`config.mk`:
```
export PLATFORM = sky130hd
export DESIGN_NAME = jtag_master_flat
export DESIGN_NICKNAME = d
export VERILOG_FILES = /design/src/rtl/jtag_pkg.sv /design/src/rtl/jtag_if.sv /design/src/rtl/jtag_tck_gen.sv /design/src/rtl/jtag_master.sv /design/src/flat_wrapper.sv
export SDC_FILE = /design/constraint.sdc
export NUM_CORES = 1
export LEC_CHECK = 0
export ABC_AREA = 1
export CAP_MARGIN = 10
export CORE_MARGIN = 1
export CORE_UTILIZATION = 45
export CTS_BUF_LIST = sky130_fd_sc_hd__clkbuf_8 sky130_fd_sc_hd__clkbuf_16
export DETAILED_ROUTE_END_ITERATION = 10
export GPL_TIMING_DRIVEN = 1
export PLACE_DENSITY = 0.71
export SYNTH_ARGS = -nofsm -noshare
export SYNTH_HDL_FRONTEND = slang
export SYNTH_SLANG_ARGS = --single-unit
```
`constraint.sdc`:
```
create_clock -name clk_i -period 2.62 [get_ports clk_i]
set_input_delay 0.262 -clock clk_i [delete_from_list [all_inputs] [get_ports clk_i]]
set_output_delay 0.262 -clock clk_i [all_outputs]
set_load 0.01 [all_outputs]
```
`src/rtl/jtag_pkg.sv`:
```
// Shared encodings and step counts for the JTAG initiator.
// Step counts cover the fixed TMS prefix/suffix around each shift.
package jtag_pkg;

    typedef enum logic [1:0] {
        OP_TAPRESET = 2'b00,
        OP_IRSCAN   = 2'b01,
        OP_DRSCAN   = 2'b10,
        OP_NOP      = 2'b11
    } op_e;

    typedef enum logic [1:0] {
        S_IDLE,
        S_RUN,
        S_FINISH
    } state_e;

    localparam int IR_PREFIX   = 4;
    localparam int DR_PREFIX   = 3;
    localparam int SUFFIX      = 2;
    localparam int RESET_STEPS = 6;

endpackage

```
`src/rtl/jtag_if.sv`:
```
// Command handshake between the test controller and the JTAG initiator.
// master = controller side, slave = jtag_master side.
interface jtag_if #(
    parameter int DR_WIDTH = 32
) ();

    logic                start;
    logic [1:0]          op;
    logic [DR_WIDTH-1:0] shift_in;
    logic [DR_WIDTH-1:0] shift_out;
    logic                busy;
    logic                done;

    modport master (
        output start, op, shift_in,
        input  shift_out, busy, done
    );

    modport slave (
        input  start, op, shift_in,
        output shift_out, busy, done
    );

endinterface

```
`src/rtl/jtag_tck_gen.sv`:
```
// TCK divider: TCK_DIV clocks per half period, low half first.
// Strobes flag the cycle before TCK rises or falls.
module jtag_tck_gen #(
    parameter int TCK_DIV = 2
) (
    input  logic clk_i,
    input  logic rst_i,
    input  logic en_i,
    output logic tck_o,
    output logic rise_o,
    output logic fall_o
);

    localparam int CW = (TCK_DIV > 1) ? $clog2(TCK_DIV) : 1;

    logic [CW-1:0] cnt_q, cnt_d;
    logic          tck_q, tck_d;
    logic          wrap;

    assign wrap   = en_i && (cnt_q == CW'(TCK_DIV - 1));
    assign rise_o = wrap && !tck_q;
    assign fall_o = wrap && tck_q;
    assign tck_o  = tck_q;

    always_comb begin
        cnt_d = cnt_q + 1'b1;
        tck_d = tck_q;
        if (!en_i) begin
            cnt_d = '0;
            tck_d = 1'b0;
        end else if (wrap) begin
            cnt_d = '0;
            tck_d = ~tck_q;
        end
    end

    always_ff @(posedge clk_i or posedge rst_i) begin
        if (rst_i) begin
            cnt_q <= '0;
            tck_q <= 1'b0;
        end else begin
            cnt_q <= cnt_d;
            tck_q <= tck_d;
        end
    end

endmodule

```
`src/rtl/jtag_master.sv`:
```
// JTAG initiator: runs one TapReset / IR scan / DR scan at a time,
// starting and ending in Run-Test/Idle.
module jtag_master
    import jtag_pkg::*;
#(
    parameter int IR_WIDTH = 4,
    parameter int DR_WIDTH = 32,
    parameter int TCK_DIV  = 2
) (
    input  logic   clk_i,
    input  logic   rst_i,
    jtag_if.slave  cmd,
    output logic   tck_o,
    output logic   tms_o,
    output logic   tdi_o,
    input  logic   tdo_i
);

    localparam int SW = $clog2(DR_WIDTH + 8);

    state_e              state_q, state_d;
    op_e                 op_q, op_d;
    logic [DR_WIDTH-1:0] data_q, data_d;
    logic [DR_WIDTH-1:0] sout_q, sout_d;
    logic [SW-1:0]       step_q, step_d;
    logic                tms_q, tms_d;
    logic                tdi_q, tdi_d;
    logic                busy_q, busy_d;
    logic                done_q, done_d;
    logic                tck_rise, tck_fall;
    int                  idx;

    function automatic int pre_len(op_e op);
        return (op == OP_IRSCAN) ? IR_PREFIX : DR_PREFIX;
    endfunction

    function automatic int sh_len(op_e op);
        return (op == OP_IRSCAN) ? IR_WIDTH : DR_WIDTH;
    endfunction

    function automatic logic [SW-1:0] last_step(op_e op);
        if (op == OP_TAPRESET) return SW'(RESET_STEPS - 1);
        return SW'(pre_len(op) + sh_len(op) + SUFFIX - 1);
    endfunction

    // {TMS, TDI} presented during step s
    function automatic logic [1:0] pins(
        op_e op, logic [SW-1:0] s, logic [DR_WIDTH-1:0] d
    );
        int i, p, w;
        logic [DR_WIDTH-1:0] sh;
        i  = int'(s);
        p  = pre_len(op);
        w  = sh_len(op);
        sh = d >> (i - p);
        if (op == OP_TAPRESET) return {i < RESET_STEPS - 1, 1'b0};
        if (i < p) return {(op == OP_IRSCAN) ? (i < 2) : (i == 0), 1'b0};
        if (i < p + w) return {i == p + w - 1, sh[0]};
        return {i == p + w, 1'b0};
    endfunction

    jtag_tck_gen #(.TCK_DIV(TCK_DIV)) u_tck (
        .clk_i  (clk_i),
        .rst_i  (rst_i),
        .en_i   (state_q == S_RUN),
        .tck_o  (tck_o),
        .rise_o (tck_rise),
        .fall_o (tck_fall)
    );

    always_comb begin
        state_d = state_q;
        op_d    = op_q;
        data_d  = data_q;
        sout_d  = sout_q;
        step_d  = step_q;
        tms_d   = tms_q;
        tdi_d   = tdi_q;
        busy_d  = busy_q;
        done_d  = 1'b0;
        idx     = int'(step_q) - pre_len(op_q);
        unique case (state_q)
            S_IDLE: begin
                if (cmd.start) begin
                    if (op_e'(cmd.op) == OP_NOP) begin
                        done_d = 1'b1;
                    end else begin
                        state_d        = S_RUN;
                        op_d           = op_e'(cmd.op);
                        data_d         = cmd.shift_in;
                        sout_d         = '0;
                        step_d         = '0;
                        busy_d         = 1'b1;
                        {tms_d, tdi_d} = pins(op_e'(cmd.op), '0, cmd.shift_in);
                    end
                end
            end
            S_RUN: begin
                // TCK falling ends the step: sample TDO, then advance
                if (tck_fall) begin
                    if (op_q != OP_TAPRESET && idx >= 0 && idx < sh_len(op_q))
                        sout_d = sout_q | (DR_WIDTH'(tdo_i) << idx);
                    if (step_q == last_step(op_q)) begin
                        state_d = S_FINISH;
                        tms_d   = 1'b0;
                        tdi_d   = 1'b0;
                    end else begin
                        step_d         = step_q + 1'b1;
                        {tms_d, tdi_d} = pins(op_q, step_q + 1'b1, data_q);
                    end
                end
            end
            S_FINISH: begin
                state_d = S_IDLE;
                busy_d  = 1'b0;
                done_d  = 1'b1;
            end
            default: state_d = S_IDLE;
        endcase
    end

    always_ff @(posedge clk_i or posedge rst_i) begin
        if (rst_i) begin
            state_q <= S_IDLE;
            op_q    <= OP_NOP;
            data_q  <= '0;
            sout_q  <= '0;
            step_q  <= '0;
            tms_q   <= 1'b1;
            tdi_q   <= 1'b0;
            busy_q  <= 1'b0;
            done_q  <= 1'b0;
        end else begin
            state_q <= state_d;
            op_q    <= op_d;
            data_q  <= data_d;
            sout_q  <= sout_d;
            step_q  <= step_d;
            tms_q   <= tms_d;
            tdi_q   <= tdi_d;
            busy_q  <= busy_d;
            done_q  <= done_d;
        end
    end

    assert property (@(posedge clk_i) disable iff (rst_i) tck_rise |-> !tck_o);

    assign tms_o         = tms_q;
    assign tdi_o         = tdi_q;
    assign cmd.busy      = busy_q;
    assign cmd.done      = done_q;
    assign cmd.shift_out = sout_q;

endmodule

```
`src/flat_wrapper.sv`:
```
// flat-port wrapper written by rule: the top's interface ports become plain ports
module jtag_master_flat import jtag_pkg::*;
#(
    parameter int IR_WIDTH = 4,
    parameter int DR_WIDTH = 32,
    parameter int TCK_DIV  = 2
)
  (clk_i, rst_i, tck_o, tms_o, tdi_o, tdo_i, cmd_start, cmd_op, cmd_shift_in, cmd_shift_out, cmd_busy, cmd_done);
  jtag_if #(.DR_WIDTH(DR_WIDTH)) cmd_i ();
  input  logic clk_i;
  input  logic rst_i;
  output logic tck_o;
  output logic tms_o;
  output logic tdi_o;
  input  logic tdo_i;
  input wire logic [$bits(cmd_i.start)-1:0] cmd_start;
  input wire logic [$bits(cmd_i.op)-1:0] cmd_op;
  input wire logic [$bits(cmd_i.shift_in)-1:0] cmd_shift_in;
  output wire logic [$bits(cmd_i.shift_out)-1:0] cmd_shift_out;
  output wire logic [$bits(cmd_i.busy)-1:0] cmd_busy;
  output wire logic [$bits(cmd_i.done)-1:0] cmd_done;
  assign cmd_i.start = cmd_start;
  assign cmd_i.op = cmd_op;
  assign cmd_i.shift_in = cmd_shift_in;
  assign cmd_shift_out = cmd_i.shift_out;
  assign cmd_busy = cmd_i.busy;
  assign cmd_done = cmd_i.done;
  jtag_master #(.IR_WIDTH(IR_WIDTH), .DR_WIDTH(DR_WIDTH), .TCK_DIV(TCK_DIV)) u_core (.clk_i(clk_i), .rst_i(rst_i), .cmd(cmd_i), .tck_o(tck_o), .tms_o(tms_o), .tdi_o(tdi_o), .tdo_i(tdo_i));
endmodule
```
======== After elaboration in Yosys (flattened, before gate mapping) ========
Cells that the tools add are included.
word-level totals
  register bits after elaboration ......... 80
  output and inout bits ................... 37
  bits of input ports ..................... 38
  logic and storage cells ................. 158
operators by class
  mux-type cells .......................... 88
  bitwise operators ....................... 3
  reduce and logical (&&, ||, !) cells .... 19
  add/subtract/negate cells ............... 11
  shift-type cells ........................ 3
  magnitude comparators ................... 8
  equality and inequality tests ........... 15
operators by type and width
  cell                                                                                  number
  32-bit 2-to-1 mux                                                                     4
  7-bit by 32-bit equality test with 1-bit output                                       2
  32-bit logical NOT                                                                    2
  1-bit by 32-bit less-than comparator with 1-bit output, first input constant          2
  7-bit by 32-bit less-than comparator with 1-bit output                                2
  32-bit one-hot mux with 2 select lines                                                1
  32-bit by 32-bit >> shifter with 1-bit output                                         2
  32-bit by 2-bit subtractor with 32-bit output, second input constant                  2
  7-bit by 32-bit subtractor with 32-bit output                                         2
  6-bit 2-to-1 mux                                                                      10
  1-bit 2-to-1 mux                                                                      49
  32-bit adder                                                                          1
  32-bit by 1-bit greater-or-equal comparator with 1-bit output, second input constant  1
  32-bit by 7-bit less-than comparator with 1-bit output                                1
  2-bit 2-to-1 mux                                                                      16
  32-bit bitwise OR                                                                     1
  1-bit by 32-bit << shifter with 32-bit output                                         1
  1-bit by 32-bit subtractor with 32-bit output, first input constant                   1
  6-bit one-hot mux with 2 select lines                                                 1
  5-bit AND reduction                                                                   2
  2-bit by 1-bit inequality test with 1-bit output, second input constant               4
  1-bit one-hot mux with 2 select lines                                                 4
  4-bit AND reduction                                                                   2
  3-bit by 6-bit adder with 7-bit output                                                1
  other kinds (18)                                                                      33

======== Longest topological paths before layout ========
  depth in word-level cells ............... 27
  depth in mapped cells ................... 20
  gate-level depth less buffers ........... 19

======== Modules after synthesis ========
A second synthesis with hierarchy kept.
second synthesis, totals
  cells, all modules ...................... 608
  area, all modules ....................... 4667.0 um2
modules (own cells, without submodules)
  module        sequential area each (um2)  cells an instance  area an instance (um2)  instances
  jtag_master   1955.6                      595                4573.1                  1
  jtag_tck_gen  50.0                        13                 93.8                    1

======== Least setup slack after synthesis ========
Ideal clock, no wire load.
  kind .................................... register to register
  start point ............................. register u_core.op_q[0]
  end point ............................... register u_core.sout_q[23], in the netlist u_core.cmd.shift_out[23]
  buffers on the path ..................... 1
  path slack .............................. 0.097 ns
  stages on the path, launching flop included .. 17
  arrival ................................. 2.399 ns
  clock period less this slack ............ 2.523 ns
  required time ........................... 2.496 ns
  library setup time ...................... 0.124 ns
  path through ............................ dfstp_2 -> nand2_1 -> ha_1 -> inv_1 -> o21ai_0 -> nor2_1 -> nand3_1 -> nand2_2 -> inv_1 -> ha_1 -> nor3b_1 -> nand2_1 -> nand2_2 -> nand2_4 -> buf_6 -> nand2_1 -> o21ai_1
between the ends
  word-level cells in the longest chain between the ends .. 8
  elaborated cells on any way between the ends .. 16
  those cells by class .................... add/sub (1); order compare (2); eq/ne (2); shift (1); mux (5); bitwise (1); reduce/logical (4)
ends and longest elaborated chain
  element                                                                                                                         line                                    RTL
  from (decl)                                                                                                                     jtag_master.sv:22                       op_e op_q, op_d;
  from (signal assigned)                                                                                                          jtag_master.sv:135                      op_q <= op_d;
  2-bit by 1-bit equality test with 1-bit output                                                                                  jtag_master.sv:34, jtag_master.sv:38
  3-bit 2-to-1 mux                                                                                                                jtag_master.sv:34                       return (op == OP_IRSCAN) ? IR_PREFIX : DR_PREFIX;
  7-bit by 32-bit subtractor with 32-bit output                                                                                   jtag_master.sv:81                       idx = int'(step_q) - pre_len(op_q);
  32-bit by 1-bit greater-or-equal comparator with 1-bit output or 1-bit by 32-bit << shifter with 32-bit output (tied branches)  jtag_master.sv:101, jtag_master.sv:102
  1-bit logical AND or 32-bit bitwise OR (tied branches)                                                                          jtag_master.sv:101, jtag_master.sv:102
  1-bit logical AND or 32-bit 2-to-1 mux (tied branches)                                                                          jtag_master.sv:101                      if (op_q != OP_TAPRESET && idx >= 0 && idx < sh_len(op_q))
  2-bit by 1-bit inequality test with 1-bit output (no source line) or 32-bit 2-to-1 mux (tied branches)                          --
  5-bit AND reduction (no source line) or 32-bit one-hot mux with 2 select lines (tied branches)                                  --
  to (signal assigned)                                                                                                            jtag_master.sv:137                      sout_q <= sout_d;
  to (decl)                                                                                                                       jtag_master.sv:24                       logic [DR_WIDTH-1:0] sout_q, sout_d;
Parallel ways exist; a longest one is shown, timed or not. The select of a mux whose other input is x is not followed.
A chain may end at the register's enable or synchronous reset.

======== Worst setup path after layout ========
  start point ............................. register u_core.op_q[0]
  end point ............................... register u_core.sout_q[12], in the netlist u_core.cmd.shift_out[12]
Same word-level chain as after synthesis.

==> results by stage <==
Run status:
- The flow ran to the end, and the final reports show no timing, DRC or antenna violations.

Routing:
- The count of antenna-violating nets left after detailed routing is 0.
- The number of vias per cell is approximately 5.3.
- The routed design has about 13 mm of wire.
- The starting DRC count in detailed routing is 286.
- The first-pass iteration count of the detailed router is 5.
- Dividing the detail-routed wire length by the instance count gives 14.8 um.
- The count of unresolved DRC violations after routing is 0.
- The total number of vias is roughly 4500.

Place:
- The count of input and output buffers is 74.
- The routability-driven placement congestion ratio is roughly 0.89.
- Detailed placement ended at an HPWL of roughly 8.6 mm.
- The count of placed standard cells including taps is ~830.
- Summing all placed instances gives a cell area of ~5700 sq um.

Die:
- The placeable core region is between 10000 and 15000 sq um.
- The initial utilization of the core area, before any placement, comes to 0.462.
- The site row count is 37.
- The die width is roughly 100 um.
- In this run the vertical extent of the chip is 104 um.
- The area of the die is 10900 sq um.
- The top-level port count is 75.

Synth:
- The compound-gate portion of the synthesized area is 0.167.
- Of the total synthesized cell area, the portion taken by XOR and XNOR cells is 0.0111.
- The portion of synthesized area spent on multiplexers is 0.
- Ranked by total cell area, the synthesized netlist is headed by sky130_fd_sc_hd__dfrtp_1 (41%), sky130_fd_sc_hd__nand2_1 (18%), sky130_fd_sc_hd__o21ai_2 (5.2%), sky130_fd_sc_hd__o21ai_0 (5.0%), sky130_fd_sc_hd__o21bai_1 (4.4%).
- The number of library cell types mapped by synthesis is 29.
- The synthesized design contains 0 enable-type register cells.
- Yosys printed 0 warnings.
- The largest area contributor in the synthesized netlist is sky130_fd_sc_hd__dfrtp_1.
- The area share of fa/ha/maj cells after synthesis is 0.0334.
- After technology mapping, the gate count stands at 624.
- The largest family of logic cells by synthesized area is simple AND/OR/NAND/NOR gates.
- The share of synthesized area in the top cell type comes to 0.408.
- In the synthesized netlist the dominant register cell turns out to be sky130_fd_sc_hd__dfrtp_1.
- A synthesized cell averages about 7.6 sq um.
- The cell area after technology mapping is 4730 sq um.
- The share of the Yosys chip area taken by registers is 0.424.
- Synthesis produced a netlist with a net count of just under 700.
- The fraction of synthesis flops using an asynchronous set or reset pin is 1.00.
- The synthesized flop and latch total is 80.
- The fraction of the mapped netlist area in simple logic gates is 0.290.

Finish:
- The number of filler instances in the final layout is 890.
- The final net count is around 770.
- The area added between synthesis and finish is 33.1%.
- Summing all multi-input logic gate instances after layout gives roughly 2500 sq um.
- With fillers left out, the area of the finished cells amounts to about 6300 sq um.
- Of the cells placed in the final design, the portion with a size suffix greater than 1 is 0.168.
- The final cell utilization of the core is 0.615.
- The number of antenna diodes in the final layout is 0.
- Leaving out filler cells and counting taps, the final layout contains roughly 860.
- The area occupied by registers is ~2000 sq um.

Clock network:
- CTS placed an instance of sky130_fd_sc_hd__clkbuf_8 at the clock tree root.
- The clock tree from TritonCTS is built.
- The clock-pin transition on the worst setup and hold timing paths is 90 ps.
- After clock tree synthesis, the flow added hold-fix buffers numbering 0.
- The number of buffers added by the clock tree synthesis step is 9.
- The H-tree generated during clock tree synthesis spans 3 levels.
- The insertion delay to the later sink of the worst-skew pair is 370 ps.
- The number of buffers between clock root and the deepest sink is 2.
- For this design, the sink count on the clock tree is 80.

Critical path:
- The reg-to-reg critical path endpoint is u_core.cmd.shift_out[12].
- The worst register-to-register path begins at u_core.op_q[0].
- On the critical path the largest part of the delay comes from simple AND/OR/NAND/NOR gates.
- The signal arrival time at the worst endpoint is 2800 ps.
- The register-to-register setup slack is between 80 and 90 ps.
- The most numerous cell type found on the critical path is sky130_fd_sc_hd__nand2_4.
- Along the worst path, the maximum fanout reaches 7.
- The kind of critical path is flip-flop to flip-flop.
- Measured in cells, the most critical reg-to-reg path has a length of 19.
- The signal on the critical path passes through nand2_4 -> buf_6 -> ha_4 -> inv_1 -> ha_2 -> inv_2 -> nand2_2 -> nand2_4 -> nand2_4 -> inv_4 -> nor2_4 -> nand3_2 -> nand2_1 -> nand2_2 -> nand2_4 -> nand2_8 -> clkbuf_16 -> nand2_1 -> o21ai_2.
- STA classifies the critical path endpoint as a flip-flop.
- STA classifies the critical path startpoint as a flip-flop.
- The combined buffer and inverter count along the critical path is 5.
- The largest single stage delay on the critical path is 580 ps.
- STA puts the critical path data required time at 2880 ps.
- The standard cell with the maximum stage delay on the critical path is sky130_fd_sc_hd__dfstp_2.

Timing:
- Setup repair after global routing could not meet its margin everywhere.
- The minimum period implied by the final worst setup slack is ~2500 ps.
- The clock skew is 8.61 ps.
- Setup violations remaining at the end of the flow were counted as 0.
- The worst-case headroom to the max-slew limit is 0.543.
- At the pin with the least slew margin, the transition time is between 600 and 700 ps.
- The maximum clock frequency is between 300 and 400 MHz.
- The hold violation total from the final report was 0.
- The post-route worst hold slack is approximately 320 ps.
- Of the available clock period, the critical path in the final layout requires 0.967.
- The max-slew violation count is 0.

Global routing:
- The global-route wire length before repair is around 20 mm.
- Entering global routing, the biggest net connects 51 pins.
- Summed over all layers, the global routing overflow is 0.
- The total routing usage reported by global routing is 0.228.
- The initial antenna violation count was 0.
- The number of global-route vias before repair is 4213.

Worst hold path:
- The path class of the tightest hold or removal check is input port to asynchronous set/reset pin.

Power and ir drop:
- For this design the ratio of total power to cell area is between 300 and 400 nW/um^2.
- In this run the static leakage power is between 0.002 and 0.003 uW.
- VDD sags by at most roughly 0.00027 V.

Job:
- The max-capacitance violation count is 0.
==> sequential cells by signal (all words and copies together) (netlist names) <==
signal / count
u_core.cmd.shift_out: 32
u_core.cmd.done: 1
u_core.state_q: 2
u_core.u_tck.cnt_q: 1
u_core.tdi_o: 1
u_core.op_q: 2
u_core.step_q: 6
u_core.data_q: 32
u_core.tms_o: 1
u_core.u_tck.tck_o: 1
u_core.cmd.busy: 1
==> how the worst max path moves through the flow <==
stage / startpoint / to / slack, ps / cells after the start
after floorplan: u_core.op_q[0] / u_core.cmd.shift_out[23] / 100 / 16
after global placement: u_core.step_q[0] / u_core.tdi_o / 80 / 12
after detailed placement: u_core.op_q[1] / u_core.cmd.shift_out[7] / 40 / 19
after CTS: u_core.op_q[1] / u_core.cmd.shift_out[7] / 30 / 19
after global routing: u_core.op_q[1] / u_core.cmd.shift_out[12] / -60 / 17
final: u_core.op_q[0] / u_core.cmd.shift_out[12] / 90 / 19
==> kinds of logic (layout without fill, tap and decap cells) <==
kind of cell	Yosys count	after routing
xor+xnor	6	6
compound gates	121	121
fa+ha+maj	12	12
flops	80	80
simple gates	325	327
buf+inv	80	180
==> stage by stage <==
stage / setup slack [ps] / setup TNS [ps] / power (uW)
6_report: 85.5 / 0 / 2500
5_1_grt: -58.5 / -1090 / 2570
4_1_cts: 29.0 / 0 / 2500
3_5_place_dp: 39.3 / 0 / 1400
3_3_place_gp: 77.9 / 0 / 1390
2_1_floorplan: 97.0 / 0 / 1310
==> synthesized netlist by cell type (all sizes together) (5+ instances only) <==
cell type and number:
ha 11, nand3 40, nor2 38, inv 55, dfrtp 77, xor2 5, clkbuf 14, nand2 232
o21ai 78, nand4 12, o22ai 5, a21oi 10, buf 11, o21bai 28
==> power by group <==
| part | total (uW) | internal [uW] | switching [uW] |
|---|---|---|---|
| Sequential | 1250 | 1240 | 5.06 |
| Combinational | 124 | 71.7 | 52.6 |
| Clock | 1130 | 637 | 496 |
| Total | 2500 | 1950 | 554 |
==> cell type report <==
cell class / count / area share
Sequential cell: 80 / 0.319
Inverter: 55 / 0.0336
Tap cell: 136 / 0.0271
Timing Repair Buffer: 109 / 0.182
Multi-Input combinational cell: 466 / 0.399
Clock buffer: 9 / 0.0197
Clock inverter: 7 / 0.0191
==> layout by cell type (no fill, tap or decap), drive strengths merged <==
master | Yosys | layout
nand4 | 12 | 12
nand3 | 40 | 40
bufinv | 0 | 3
dfrtp | 77 | 77
clkbuf | 14 | 13
nand2 | 232 | 234
buf | 11 | 31
a21oi | 10 | 10
nor3b | 1 | 1
nor3 | 1 | 1
o22ai | 5 | 5
nand3b | 1 | 1
o21ai | 78 | 78
fa | 1 | 1
clkinv | 0 | 2
o21bai | 28 | 28
inv | 55 | 57
ha | 11 | 11
nor2 | 38 | 38
xnor2 | 1 | 1
xor2 | 5 | 5
clkdlybuf4s50 | 0 | 74
dfstp | 3 | 3
==> timing repair <==
action / in CTS / in global routing
gates resized for setup: 0 / 40
endpoints found under the hold margin: 0 / 0
setup buffers: 0 / 4
setup endpoints to repair: 0 / 33
==> routing by layer <==
| layer | GRT usage | share of wire |
|---|---|---|
| met1 | 0.323 | 0.47 |
| met2 | 0.353 | 0.46 |
| met3 | 0.0294 | 0.054 |
| met4 | 0.0857 | 0.019 |
| met5 | 0 | 0 |
(Power assumes the default switching activity.)
